`src/rtl/lemmings_world.sv`:
```
// lemmings_world: terrain/physics model that closes the loop around a
// Moore lemmings walker. Tracks column, layer, per-layer hole map, fall
// and dig progress, and a saturating count of completed column moves.
// Every output decodes registered state only, so wiring it back-to-back
// with a Moore walker cannot form a combinational loop.
module lemmings_world #(
    parameter int                 COLS       = 16,
    parameter int                 XW         = 4,
    parameter int                 LAYERS     = 4,
    parameter int                 LW         = 2,
    parameter int                 FALL_H     = 3,
    parameter int                 DIG_CYCLES = 2,
    parameter int                 START_X    = 4,
    parameter logic [COLS-1:0]    HOLE_INIT  = 16'h0400
) (
    input  logic          clk,
    input  logic          resetn,
    input  logic          walk_left,
    input  logic          walk_right,
    input  logic          aaah,
    input  logic          digging,
    output logic          bump_left,
    output logic          bump_right,
    output logic          ground,
    output logic [XW-1:0] pos_x,
    output logic [LW-1:0] layer,
    output logic [15:0]   steps
);

    typedef enum logic {GROUND, AIR} state_t;

    localparam logic [XW-1:0] X_MAX     = XW'(COLS - 1);
    localparam logic [XW-1:0] X_START   = XW'(START_X);
    localparam logic [LW-1:0] L_BED     = LW'(LAYERS - 1);
    localparam logic [7:0]    FALL_LAST = 8'(FALL_H);
    localparam logic [7:0]    DIG_LAST  = 8'(DIG_CYCLES - 1);

    state_t          state_q, state_d;
    logic [XW-1:0]   x_q, x_d;
    logic [LW-1:0]   lyr_q, lyr_d;
    logic [COLS-1:0] hole_q, hole_d;
    logic [7:0]      fall_cnt_q, fall_cnt_d;
    logic [7:0]      dig_cnt_q, dig_cnt_d;
    logic [15:0]     steps_q, steps_d;
    logic            step_en;

    // Next-state physics: fall through holes, dig, walk, land on new layer.
    always_comb begin
        state_d    = state_q;
        x_d        = x_q;
        lyr_d      = lyr_q;
        hole_d     = hole_q;
        fall_cnt_d = fall_cnt_q;
        dig_cnt_d  = dig_cnt_q;
        step_en    = 1'b0;
        case (state_q)
            GROUND: begin
                if (hole_q[x_q]) begin
                    // Standing over an open column: start the drop.
                    state_d    = AIR;
                    fall_cnt_d = 8'd1;
                    dig_cnt_d  = 8'd0;
                end else if (aaah) begin
                    dig_cnt_d = 8'd0;
                end else if (digging && (lyr_q != L_BED)) begin
                    if (dig_cnt_q == DIG_LAST) begin
                        hole_d[x_q] = 1'b1;
                        dig_cnt_d   = 8'd0;
                    end else begin
                        dig_cnt_d = dig_cnt_q + 8'd1;
                    end
                end else begin
                    // Any interruption of digging loses the progress.
                    dig_cnt_d = 8'd0;
                    if (walk_left && !walk_right && (x_q != '0)) begin
                        x_d     = x_q - 1'b1;
                        step_en = 1'b1;
                    end else if (walk_right && !walk_left && (x_q != X_MAX)) begin
                        x_d     = x_q + 1'b1;
                        step_en = 1'b1;
                    end
                end
            end
            AIR: begin
                if (fall_cnt_q == FALL_LAST) begin
                    // Landing: the layer below starts out fully solid.
                    state_d    = GROUND;
                    if (lyr_q != L_BED) lyr_d = lyr_q + 1'b1;
                    hole_d     = '0;
                    fall_cnt_d = 8'd0;
                end else begin
                    fall_cnt_d = fall_cnt_q + 8'd1;
                end
            end
            default: state_d = GROUND;
        endcase
        steps_d = (step_en && (steps_q != 16'hFFFF)) ? steps_q + 16'd1 : steps_q;
    end

    // State register with synchronous active-low reset.
    always_ff @(posedge clk) begin
        if (!resetn) begin
            state_q    <= GROUND;
            x_q        <= X_START;
            lyr_q      <= '0;
            hole_q     <= HOLE_INIT;
            fall_cnt_q <= 8'd0;
            dig_cnt_q  <= 8'd0;
            steps_q    <= 16'd0;
        end else begin
            state_q    <= state_d;
            x_q        <= x_d;
            lyr_q      <= lyr_d;
            hole_q     <= hole_d;
            fall_cnt_q <= fall_cnt_d;
            dig_cnt_q  <= dig_cnt_d;
            steps_q    <= steps_d;
        end
    end

    // Registered-state output decode only.
    always_comb begin
        ground     = (state_q == GROUND) && !hole_q[x_q];
        bump_left  = (state_q == GROUND) && (x_q == '0);
        bump_right = (state_q == GROUND) && (x_q == X_MAX);
        pos_x      = x_q;
        layer      = lyr_q;
        steps      = steps_q;
    end

endmodule

```
`config.mk`:
```
export PLATFORM = sky130hd
export DESIGN_NAME = lemmings_world
export DESIGN_NICKNAME = d
export VERILOG_FILES = /design/src/rtl/lemmings_world.sv
export SDC_FILE = /design/constraint.sdc
export NUM_CORES = 1
export LEC_CHECK = 0
export CORE_MARGIN = 1.5
export CORE_UTILIZATION = 43
export DETAILED_ROUTE_END_ITERATION = 10
export GPL_TIMING_DRIVEN = 1
export PLACE_DENSITY = 0.75
export SYNTH_ARGS = -nofsm -noshare
export SYNTH_HDL_FRONTEND = slang
export SYNTH_SLANG_ARGS = --single-unit
```
`constraint.sdc`:
```
create_clock -name clk -period 3.9 [get_ports clk]
set_clock_uncertainty 0.15 [all_clocks]
set_input_delay 0.39 -clock clk [delete_from_list [all_inputs] [get_ports clk]]
set_output_delay 0.39 -clock clk [all_outputs]
set_load 0.05 [all_outputs]
```
# Word level (Yosys, flattened, before mapping)
# Cells that the tools add are included.
dict set report word_totals {
  ff_bits 55
  output_inout_bits 25
}
dict set report op_classes {
  n_addsub 6
  order_cmp 2
  eq_ne 12
  mux 28
  bitwise_logic 5
  reduce_logical 19
}
# op n
set ops {}
lappend ops {{$mux 16} 5}
lappend ops {{$mux 8} 6}
lappend ops {{$pmux 16 s2} 1}
lappend ops {{$add 16x1->16 const B} 1}
lappend ops {{$add 8x1->8 const B} 2}
lappend ops {{$ne 16x16->1 const B} 1}
lappend ops {{$or 16x16->16} 1}
lappend ops {{$pmux 8 s2} 1}
lappend ops {{$ne 2x2->1 const B} 6}
lappend ops {{$logic_and 1x1->1} 10}
lappend ops {{$mux 1} 10}
lappend ops {{$reduce_and 5->1} 2}
lappend ops {{$eq 8x1->1 const B} 1}
lappend ops {{$eq 8x2->1 const B} 1}
lappend ops {{$mux 4} 2}
lappend ops {{$lt 4x5->1 const B} 1}
lappend ops {{$add 4x1->4 const B} 1}
lappend ops {{$bmux 1 s4} 1}
lappend ops {{$demux 1 s4} 1}
lappend ops {{$eq 4x4->1 const B} 1}
lappend ops {{$ge 4x1->1 const B} 1}
lappend ops {{$logic_not 4->1} 1}
lappend ops {{$ne 4x4->1 const B} 1}
lappend ops {{$not 1->1} 4}
lappend ops {{other kinds (8)} 10}

# Logic depth before layout (Yosys ltp)
dict set report logic_depth {
  word_depth 10
  mapped_depth 10
  ltp_nobuf 9
}

# Worst setup path after synthesis
# No wires, ideal clock.
dict set report synth_timing {
  kind {register to register}
  start {reg x_q[1], in the netlist pos_x[1]}
  end {reg steps_q[10], in the netlist steps[10]}
  setup_time_ns 0.132
  arrival_ns 2.998
  required_ns 3.618
  setup_slack_ns 0.619
  path_stages_with_launch 11
  path_buffers 3
  cell_sequence {dfxtp_1 -> clkbuf_1 -> mux4_2 -> a22o_1 -> or4_4 -> clkinv_4 -> nand3_4 -> buf_6 -> clkbuf_1 -> o31ai_1 -> a21oi_1}
}
dict set report synth_via {
  elab_chain_cells 9
  elab_cells_between_ends 13
  classes_between {eq/ne: 1; mux: 8; reduce/logical: 4}
}
# item line
set synth_rtl {}
lappend synth_rtl {{from (decl)} 39} ;# logic [XW-1:0] x_q, x_d;
lappend synth_rtl {{from (signal assigned)} 104} ;# x_q <= X_START;
lappend synth_rtl {{from (signal assigned)} 112} ;# x_q <= x_d;
lappend synth_rtl {{$ne 4x4->1} 78} ;# end else if (walk_right && !walk_left && (x_q != X_MAX)) begin
lappend synth_rtl {{$logic_and 1x1->1} 78}
lappend synth_rtl {{$mux 1} 78}
lappend synth_rtl {{$mux 1} 75} ;# if (walk_left && !walk_right && (x_q != '0)) begin
lappend synth_rtl {{$mux 1} 65} ;# end else if (digging && (lyr_q != L_BED)) begin
lappend synth_rtl {{$mux 1} 63} ;# end else if (aaah) begin
lappend synth_rtl {{$mux 1 *} 58} ;# if (hole_q[x_q]) begin
lappend synth_rtl {{$mux 1 *} 56} ;# case (state_q)
lappend synth_rtl {{$logic_and 1x1->1 *} 97} ;# steps_d = (step_en && (steps_q != 16'hFFFF)) ? steps_q + 16'd1 : steps_q;
lappend synth_rtl {{to (signal assigned)} 117} ;# steps_q <= steps_d;
lappend synth_rtl {{to (decl)} 44} ;# logic [15:0] steps_q, steps_d;
# Every way passes the cells marked *; elsewhere a longest branch is shown, timed or not. The select of a mux whose other input is x is not followed.
# A chain may end at the register's enable or synchronous reset.

# Worst setup path in the final report
dict set report layout_timing {
  start {reg x_q[0], in the netlist pos_x[0]}
  end {out bump_left}
}
dict set report layout_via {
  elab_chain_cells 2
}
# item line
set layout_rtl {}
lappend layout_rtl {{$logic_not 4->1} 124} ;# bump_left = (state_q == GROUND) && (x_q == '0);
lappend layout_rtl {{$logic_and 1x1->1} 124}
lappend layout_rtl {{to (decl)} 22} ;# output logic bump_left,
# Every way passes these cells.

==> impl_metrics.ini <==
[run_status]
status = finished, final reports clean

[clock_network]
clockRootBuffer = clkbuf_8
numClockSinks = 55
cts_tree = done
clk_pin_slew_ns = 0.10
cts_buffer_depth = 2
htreeDepth = 2
cts_buffers = 5
insertion_delay_ns = 0.31
post_cts_buffers = 0
cts_hold_buf = 0
cts_resized = 0

[timing]
finalCriticalPeriod_ns = 3.09
setup_violations = 0
drv_slew = 0
relSlewSlack = 0.496
timing.hold.ws_ns = 0.312
max_freq_mhz = 324
min_period_over_period = 0.792
rsz0062_at_grt = false
timing.final.ws_setup_ns = 0.812
worst_pin_slew_ns = 0.749
tns_ns = 0
hold_violations = 0

[final_layout]
num-nets-final = 374
drive_above_1_share = 0.0634
final_common_cell = dfxtp_1
final_cell_mix = dfxtp_1, nand2_1, o21ai_0
diodes = 0
nFillCells = 561
instances_no_fill = 438
syn_to_final_growth_pct = 17.3

[synth]
syn_nets = 349
ys.flop_type = dfxtp_1
synth_edf_count = 0
syn_inst = 337
ys_seq_elements = 55
synthArstFlopShare = 0
yosysUniqueCellTypes = 44
synth_area_um2 = 2720
synth.avg_cell_area_um2 = 8.08
ys_seq_area_frac = 0.404
yosysWarningCount = 0

[placement]
dp_hpwl_um = 4460
dp.cells = 430
numPortBuffers = 30
place_ws_ns = 0.869
gp_congestion = 0.848

[global_routing]
grt_pass1_vias = 2315
overflow = 0
antenna_found_initial = 0
track_usage = 0.201
grt_max_degree = 27
grt_pass1_wl_um = 10800

[power]
power_leakage_nw = 1.01
power.density_nw_per_um2 = 347
max-vdd-ir-drop_mv = 0.170
power_w = 0.00111

[critical_path]
critPathRequiredTime_ns = 3.36
critical_path_class = flop to output port
worstPathMaxFanout = 15
r2r_end = steps[5]$_SDFFE_PN0P_
start_kind = flop
r2r_cells = 7
regToRegSetupSlack_ns = 0.85
timing.rr.start = pos_x[0]$_SDFFE_PN0P_
crit_arrival_ns = 2.55
cp-end-kind = output port

[floorplan]
die_w_um = 82.6
die-area_um2 = 6820
initial_core_util = 0.452
io_pins = 31
coreArea_um2 = 6030
fp-row-count = 28
fp.dieH_um = 82.6

[route]
antenna_left = 0
drtIter0Drc = 164
drc = 0
vias = 2524
drt_first_pass_iters = 5
avgViaCountPerCell = 5.76
wl_per_cell_um = 14.4
wl_um = 6290

[min_path]
min_to = hole_q[14]$_SDFFE_PN0P_
min_path_type = flop to flop
hp-start = hole_q[14]$_SDFFE_PN0P_
hold_depth = 2

[job]
drv_cap = 0
==> critical path, cell delays in order (launching register included) <==
cell	delay, ns
dfxtp_1	0.36
buf_4	0.20
nor4_1	0.64
and2_1	0.24
clkdlybuf4s50_1	0.80
==> registers in the layout, summed over array words and instances (netlist names) <==
name        cells
hole_q         16
pos_x           4
steps          16
fall_cnt_q      8
dig_cnt_q       8
state_q         1
layer           2
==> layout make-up <==
| class | instances | area, µm² | area share |
|---|---|---|---|
| Clock buffer | 6 | 82.6 | 0.0258 |
| Clock inverter | 2 | 38.8 | 0.0121 |
| Inverter | 9 | 38.8 | 0.0121 |
| Multi-Input combinational cell | 256 | 1510 | 0.471 |
| Sequential cell | 55 | 1100 | 0.345 |
| Tap cell | 75 | 93.8 | 0.0294 |
| Timing Repair Buffer | 35 | 335 | 0.105 |
==> per-stage QoR <==
step           instance area, µm²  utilization
5_1_grt                      3200        0.530
6_report                     3200        0.530
3_5_place_dp                 3070        0.510
4_1_cts                      3200        0.530
3_3_place_gp                 3070        0.510
2_1_floorplan                2720            -
==> power by group <==
group / switching [W] / total, W / internal, W
registers: 0.0000128 / 0.000582 / 0.000570
logic: 0.0000844 / 0.000127 / 0.0000421
clock network: 0.000188 / 0.000400 / 0.000212
total: 0.000286 / 0.00111 / 0.000823
==> worst max-delay path by stage <==
| stage | from | end | slack [ns] | depth (start not counted) |
|---|---|---|---|---|
| finish | pos_x[0]$_SDFFE_PN0P_ | bump_left | 0.81 | 4 |
| global route | pos_x[0]$_SDFFE_PN0P_ | bump_left | 0.66 | 4 |
| CTS | pos_x[0]$_SDFFE_PN0P_ | bump_left | 0.80 | 4 |
| detailed placement | pos_x[0]$_SDFFE_PN0P_ | steps[5]$_SDFFE_PN0P_ | 0.87 | 7 |
| global placement | pos_x[0]$_SDFFE_PN0P_ | steps[13]$_SDFFE_PN0P_ | 0.92 | 7 |
| floorplan | pos_x[1]$_SDFFE_PN0P_ | steps[10]$_SDFFE_PN0P_ | 0.62 | 10 |
==> logic make-up (layout without fill, tap and decap cells) <==
| logic type | Yosys count | in the layout | synth area share |
|---|---|---|---|
| flops | 55 | 55 | 0.404 |
| buf+inv | 26 | 52 | 0.0432 |
| compound gates | 86 | 86 | 0.188 |
| mux | 7 | 7 | 0.0349 |
| xor+xnor | 6 | 6 | 0.0193 |
| fa+ha+maj | 6 | 6 | 0.0276 |
| simple gates | 151 | 151 | 0.283 |
==> cell usage after synthesis, types with 2 or more instances <==
cell       number  share of area
dfxtp_1        55           0.40
nand2_1        51          0.070
o21ai_0        33          0.061
nor2_1         22          0.030
a21oi_1        21          0.039
nand3_1        18          0.033
clkbuf_1       15          0.021
a31oi_1        12          0.028
or3_1          10          0.023
inv_1           7         0.0096
nor3_1          7          0.013
o31ai_1         7          0.019
ha_1            6          0.028
nand2b_1        6          0.014
nand4_1         6          0.014
or4_1           6          0.017
mux2i_1         5          0.018
and2_1          4         0.0092
nor4_1          4         0.0092
nor2b_1         3         0.0069
or2_2           3         0.0069
xnor2_1         3         0.0096
xor2_1          3         0.0096
a22o_1          2         0.0064
a2bb2oi_1       2         0.0064
a311oi_1        2         0.0064
a32o_1          2         0.0073
and3_1          2         0.0046
and4_1          2         0.0064
buf_6           2         0.0083
mux4_2          2          0.017
o32ai_1         2         0.0064
==> per-layer routing <==
metal	vias up	routed length (µm)	track usage
met5	-	0	0
met4	0	64	0.0500
met3	11	405	0.0418
met2	84	2880	0.310
met1	1155	2950	0.286
li1	1274	-	-
Note: power is estimated with default switching activity, not from simulation.
==> patch 1, RTL diff (same settings) <==
Reset style: asynchronous (`resetn`), changed in one clocked block. Comments in the files are not updated.
--- a/src/rtl/lemmings_world.sv
+++ b/src/rtl/lemmings_world.sv
@@ -98,7 +98,7 @@
     end
 
     // State register with synchronous active-low reset.
-    always_ff @(posedge clk) begin
+    always_ff @(posedge clk or negedge resetn) begin
         if (!resetn) begin
             state_q    <= GROUND;
             x_q        <= X_START;
Function: differs if resetn is asserted again (counterexample within 4 cycles, from zero or initial values and one cycle with resetn low); with resetn held inactive, the same outputs for 4 cycles.
==> patch 1 against the unedited design <==
- design area increased by 6.4%
- the run now ends with design-rule violations left
- utilization shrank 0.080 points
- synthesized area grew 5.9%
- routed wire length shrank 4.9%
- critical path type unchanged
- via count is 10% lower
- worst setup slack better by 0.074 ns
- first-iteration DRC count down 23%
- global-route usage fell by 2.4 points
- sequential cell count unchanged
Power is not compared: it rests on default switching activity, and its combinational part moved more than twofold at a synthesized area within 25%.
==> patch 1: results (changes against the unedited design) <==
* Placed cell areas at 3270 µm² (+6.5%)
* Status: finished, violations left
* Max incr delay on CP at 0.75 ns (-0.05 ns)
* Slew headroom at 44.2% (-5.4 points)
* Remaining DRCs at 4 (+4)
* Avg WL per Cell at 14.8 µm (+3.1%)
* M1 wire length at 2.78 mm (-5.6%)
* Syn Area/Cell at 9.78 µm² (+21%)
* Nonclk inv count at 8 (-1)
* Multi-input gates at 219 (-14%)
* DP HPWL at 4.21 mm (-5.6%)
* Post-Synth Adder-Cell Area at 2.60% (-0.15 points)
* Met2 wire length at 2.96 mm (+2.7%)
* Slowest CP cell: dfrtp_1
* Filler instances at 584 (+4.1%)
* Failing checks: design-rule violations
* Gpl congestion at 0.791 (-6.8%)
* Share of cells above drive strength 1 at 9.17% (+2.8 points)
* Cell family with most CP delay: flip-flops
* Tot GR Track Use at 17.7% (-2.4 points)
* DR vias at 2271 (-10%)
* Final #Nets at 338 (-9.6%)
* Global-route wire length before repair at 10.4 mm (-3.7%)
* CP Max Fanout at 20 (+5)
* Synth area leaders: dfrtp_1 (46%), xnor2_1 (5.2%), nand2_1 (4.4%), o21ai_0 (4.3%), nand3_1 (3.6%)
* Post-CTS Hold Buffers at 1 (+1)
* Largest net degree at the start of global routing at 30 (+11%)
* Compound-cell area share of the yosys netlist at 11.1% (-7.7 points)
* Post-Layout Inst Area at 3400 µm² (+6.4%)
* Plain + repair buffers at 37 (+5.7%)
* Arr. time, crit path at 2.47 ns (-0.08 ns)
* Async SR Flop Fraction at 100% (+100 points)
* NonClk Buf Share at 10.6% (+0.10 points)
* Proportion of synthesized area in mux cells at 4.82% (+1.3 points)
* Vias in the first global route at 2148 (-7.2%)
* First DRT Iteration DRCs at 127 (-23%)
* Drt pass-1 iters at 7 (+2)
* Post-synthesis cell type count at 50 (+14%)
-- patch 1: cell count changes in the layout (fill, tap and decap cells not counted), sizes merged, moves of 9 or more --
cell | unedited run | this run
xnor2 | 3 | 17
dfrtp | 0 | 53
dfxtp | 55 | 0
a21oi | 21 | 1
or3 | 10 | 1
nand4 | 6 | 15
nand2 | 51 | 34
-- patch 1: path summary, 6_finish.rpt --
check | startpoint | end | slack [ns] | cells past startpoint
max | pos_x[1] | ground | 0.89 | 5
min | hole_q[10] | hole_q[10] | 0.34 | 2
max reg2reg | pos_x[1] | dig_cnt_q[2] | 1.19 | 6
min reg2reg | hole_q[10] | hole_q[10] | 0.34 | 2
max in group asynchronous | resetn | hole_q[10] | 2.30 | 3
min in group asynchronous | resetn | hole_q[1] | 0.48 | 2
-- patch 1: per-layer routing --
metal / track usage [%] / vias to the layer above
li1: - / 1121
met1: 24.3 / 1107
met2: 28.9 / 39
met3: 3.70 / 4
met4: 4.77 / 0
met5: 0 / -
==> patch 2, RTL diff (same flow settings) <==
Without the edit above. Change the parameter `COLS` from 16 to 32.
--- a/src/rtl/lemmings_world.sv
+++ b/src/rtl/lemmings_world.sv
@@ -4,7 +4,7 @@
 // Every output decodes registered state only, so wiring it back-to-back
 // with a Moore walker cannot form a combinational loop.
 module lemmings_world #(
-    parameter int                 COLS       = 16,
+    parameter int                 COLS       = 32,
     parameter int                 XW         = 4,
     parameter int                 LAYERS     = 4,
     parameter int                 LW         = 2,
Behaviour: no difference found for any inputs over 4 cycles, from zero or initial values and one cycle with resetn low; that may be too few to reach the edited logic, so the function may still have changed.
==> patch 2 against the unedited design <==
- total power is 9.7% lower
- design area is 0.59% lower
- routed wire length is 4.8% lower
- synthesized area increased by 2.0%
- worst setup slack got worse by 0.40 ns
- sequential cell count unchanged
- count of clock-buffer cells in the layout unchanged
==> patch 2: results (changes against the unedited design) <==
* Status: finished, final reports clean
* Final #Nets at 373 (-0.27%)
* Clock transition at path regs at about 0.090 ns
* Synth top cells by count: dfxtp_1 (55), nand2_1 (42), nor2_1 (34)
* VDD IR max at 187 µV (+10%)
* Type of the tightest min-delay check: register to register
* H-tree depth reported by CTS at 2 (unchanged)
* Vias in the first global route at 2279 (-1.6%)
* Drt pass-1 iters at 4 (-1)
* CTS buffer count at 5 (unchanged)
* Placed cell areas at 3090 µm² (+0.45%)
* Cell family with most CP delay: buffers and inverters
* Async SR Flop Fraction at 0% (unchanged)
* Leak at 1.09 nW (+8.0%)
* I/O Buffers at 30 (unchanged)
* Worst slack, placed at 0.479 ns (-0.390 ns)
* Via-per-instance ratio at 5.54 (-3.9%)
* Largest net degree at the start of global routing at 22 (-19%)
* Clk buf depth at 2 (unchanged)
* Seq/Total Area, Yosys at 39.6% (-0.80 points)
* Final setup violation count at 0 (unchanged)
* Max incr delay on CP at 0.80 ns (about the same)
* DP HPWL at 4.22 mm (-5.4%)
* Ant diodes at 0 (unchanged)
* CP Max Fanout at 21 (+6)
* Root Buffer: clkbuf_8
* Syn nets at 352 (+0.86%)
* Gpl congestion at 0.893 (+5.3%)
* Share of cells above drive strength 1 at 6.37% (+0.035 points)
* Tot GR Track Use at 17.9% (-2.3 points)
* Avg WL per Cell at 13.7 µm (-4.8%)
* Initial antenna violation count at 0 (unchanged)
* Slew headroom at 35.9% (-14 points)
* Synth area leaders: dfxtp_1 (40%), nand2_1 (5.7%), mux2i_1 (4.7%), nor2_1 (4.6%), a21oi_1 (4.0%)
* First DRT Iteration DRCs at 121 (-26%)
* Slowest CP cell: clkdlybuf4s50_1
* Worst skew pair latency at 0.31 ns (about the same)
* Global-route wire length before repair at 10.3 mm (-4.5%)
* Filler instances at 598 (+6.6%)
* Syn. warnings at 0 (unchanged)
* Top_reg_cell synth: dfxtp_1
* Arr. time, crit path at 2.95 ns (+0.40 ns)
* P_sw at 0.258 mW (-9.6%)
* Post-synthesis cell type count at 51 (+16%)
patch 2: per-stage QoR:
stage | instances | total power, mW
2_1_floorplan | 340 | 0.670
5_1_grt | 438 | 1.04
3_3_place_gp | 431 | 0.693
3_5_place_dp | 431 | 0.695
6_report | 438 | 1.00
4_1_cts | 438 | 1.01
patch 2: kinds of logic (layout without fill, tap and decap cells):
family	after synthesis	after routing	synth area share [%]
muxes	13	13	4.68
AOI/OAI and AO/OA	79	79	18.7
and+or+nand+nor	150	150	26.7
buffers and inverters	30	51	5.45
DFF	55	55	39.6
adders and majority gates	6	6	2.70
xor gates and xnor gates	7	7	2.21
patch 2: area by class of cell:
class                      instances  area (µm²)  share of cell area (%)
clock buffer                       6        82.6                    2.60
multi-input combinational        255        1530                    48.1
sequential                        55        1100                    34.7
clock inverter                     1        5.00                   0.158
inverter                          11        41.3                    1.30
tap                               77        96.3                    3.03
timing repair buffer              33         323                    10.2
patch 2: layer usage:
layer / share of wire, % / track usage [%]
met5: 0 / 0
met4: 0.98 / 5.30
met3: 3.3 / 3.28
met2: 47 / 29.6
met1: 49 / 23.7
patch 2: what timing repair did:
item,4_1_cts,5_1_grt
buffers inserted,0,0
hold buffers,0,0
resized for setup,0,1
setup endpoints to repair,0,1
patch 2: power groups by stage:
stage                     sequential [mW]  combinational (mW)  clock [mW]
after floorplan                     0.593              0.0767           0
after global placement              0.593              0.0999           0
after detailed placement            0.594               0.102           0
after CTS                           0.581               0.102       0.325
after global routing                0.583               0.111       0.347
final                               0.581               0.102       0.319
patch 2: path summary, 6_finish.rpt:
| check | start | endpoint | slack (ns) | cells after the start |
|---|---|---|---|---|
| hold reg to reg | hole_q[1] | hole_q[1] | 0.33 | 2 |
| hold / removal | hole_q[1] | hole_q[1] | 0.33 | 2 |
| setup reg to reg | pos_x[1] | steps[12] | 1.20 | 7 |
| setup / recovery | pos_x[1] | ground | 0.41 | 7 |
patch 2: worst min-delay path, cell delays in order, from the launching register on:
cell     delay (ns)
dfxtp_1        0.34
a21oi_1        0.04
nor2_1         0.07
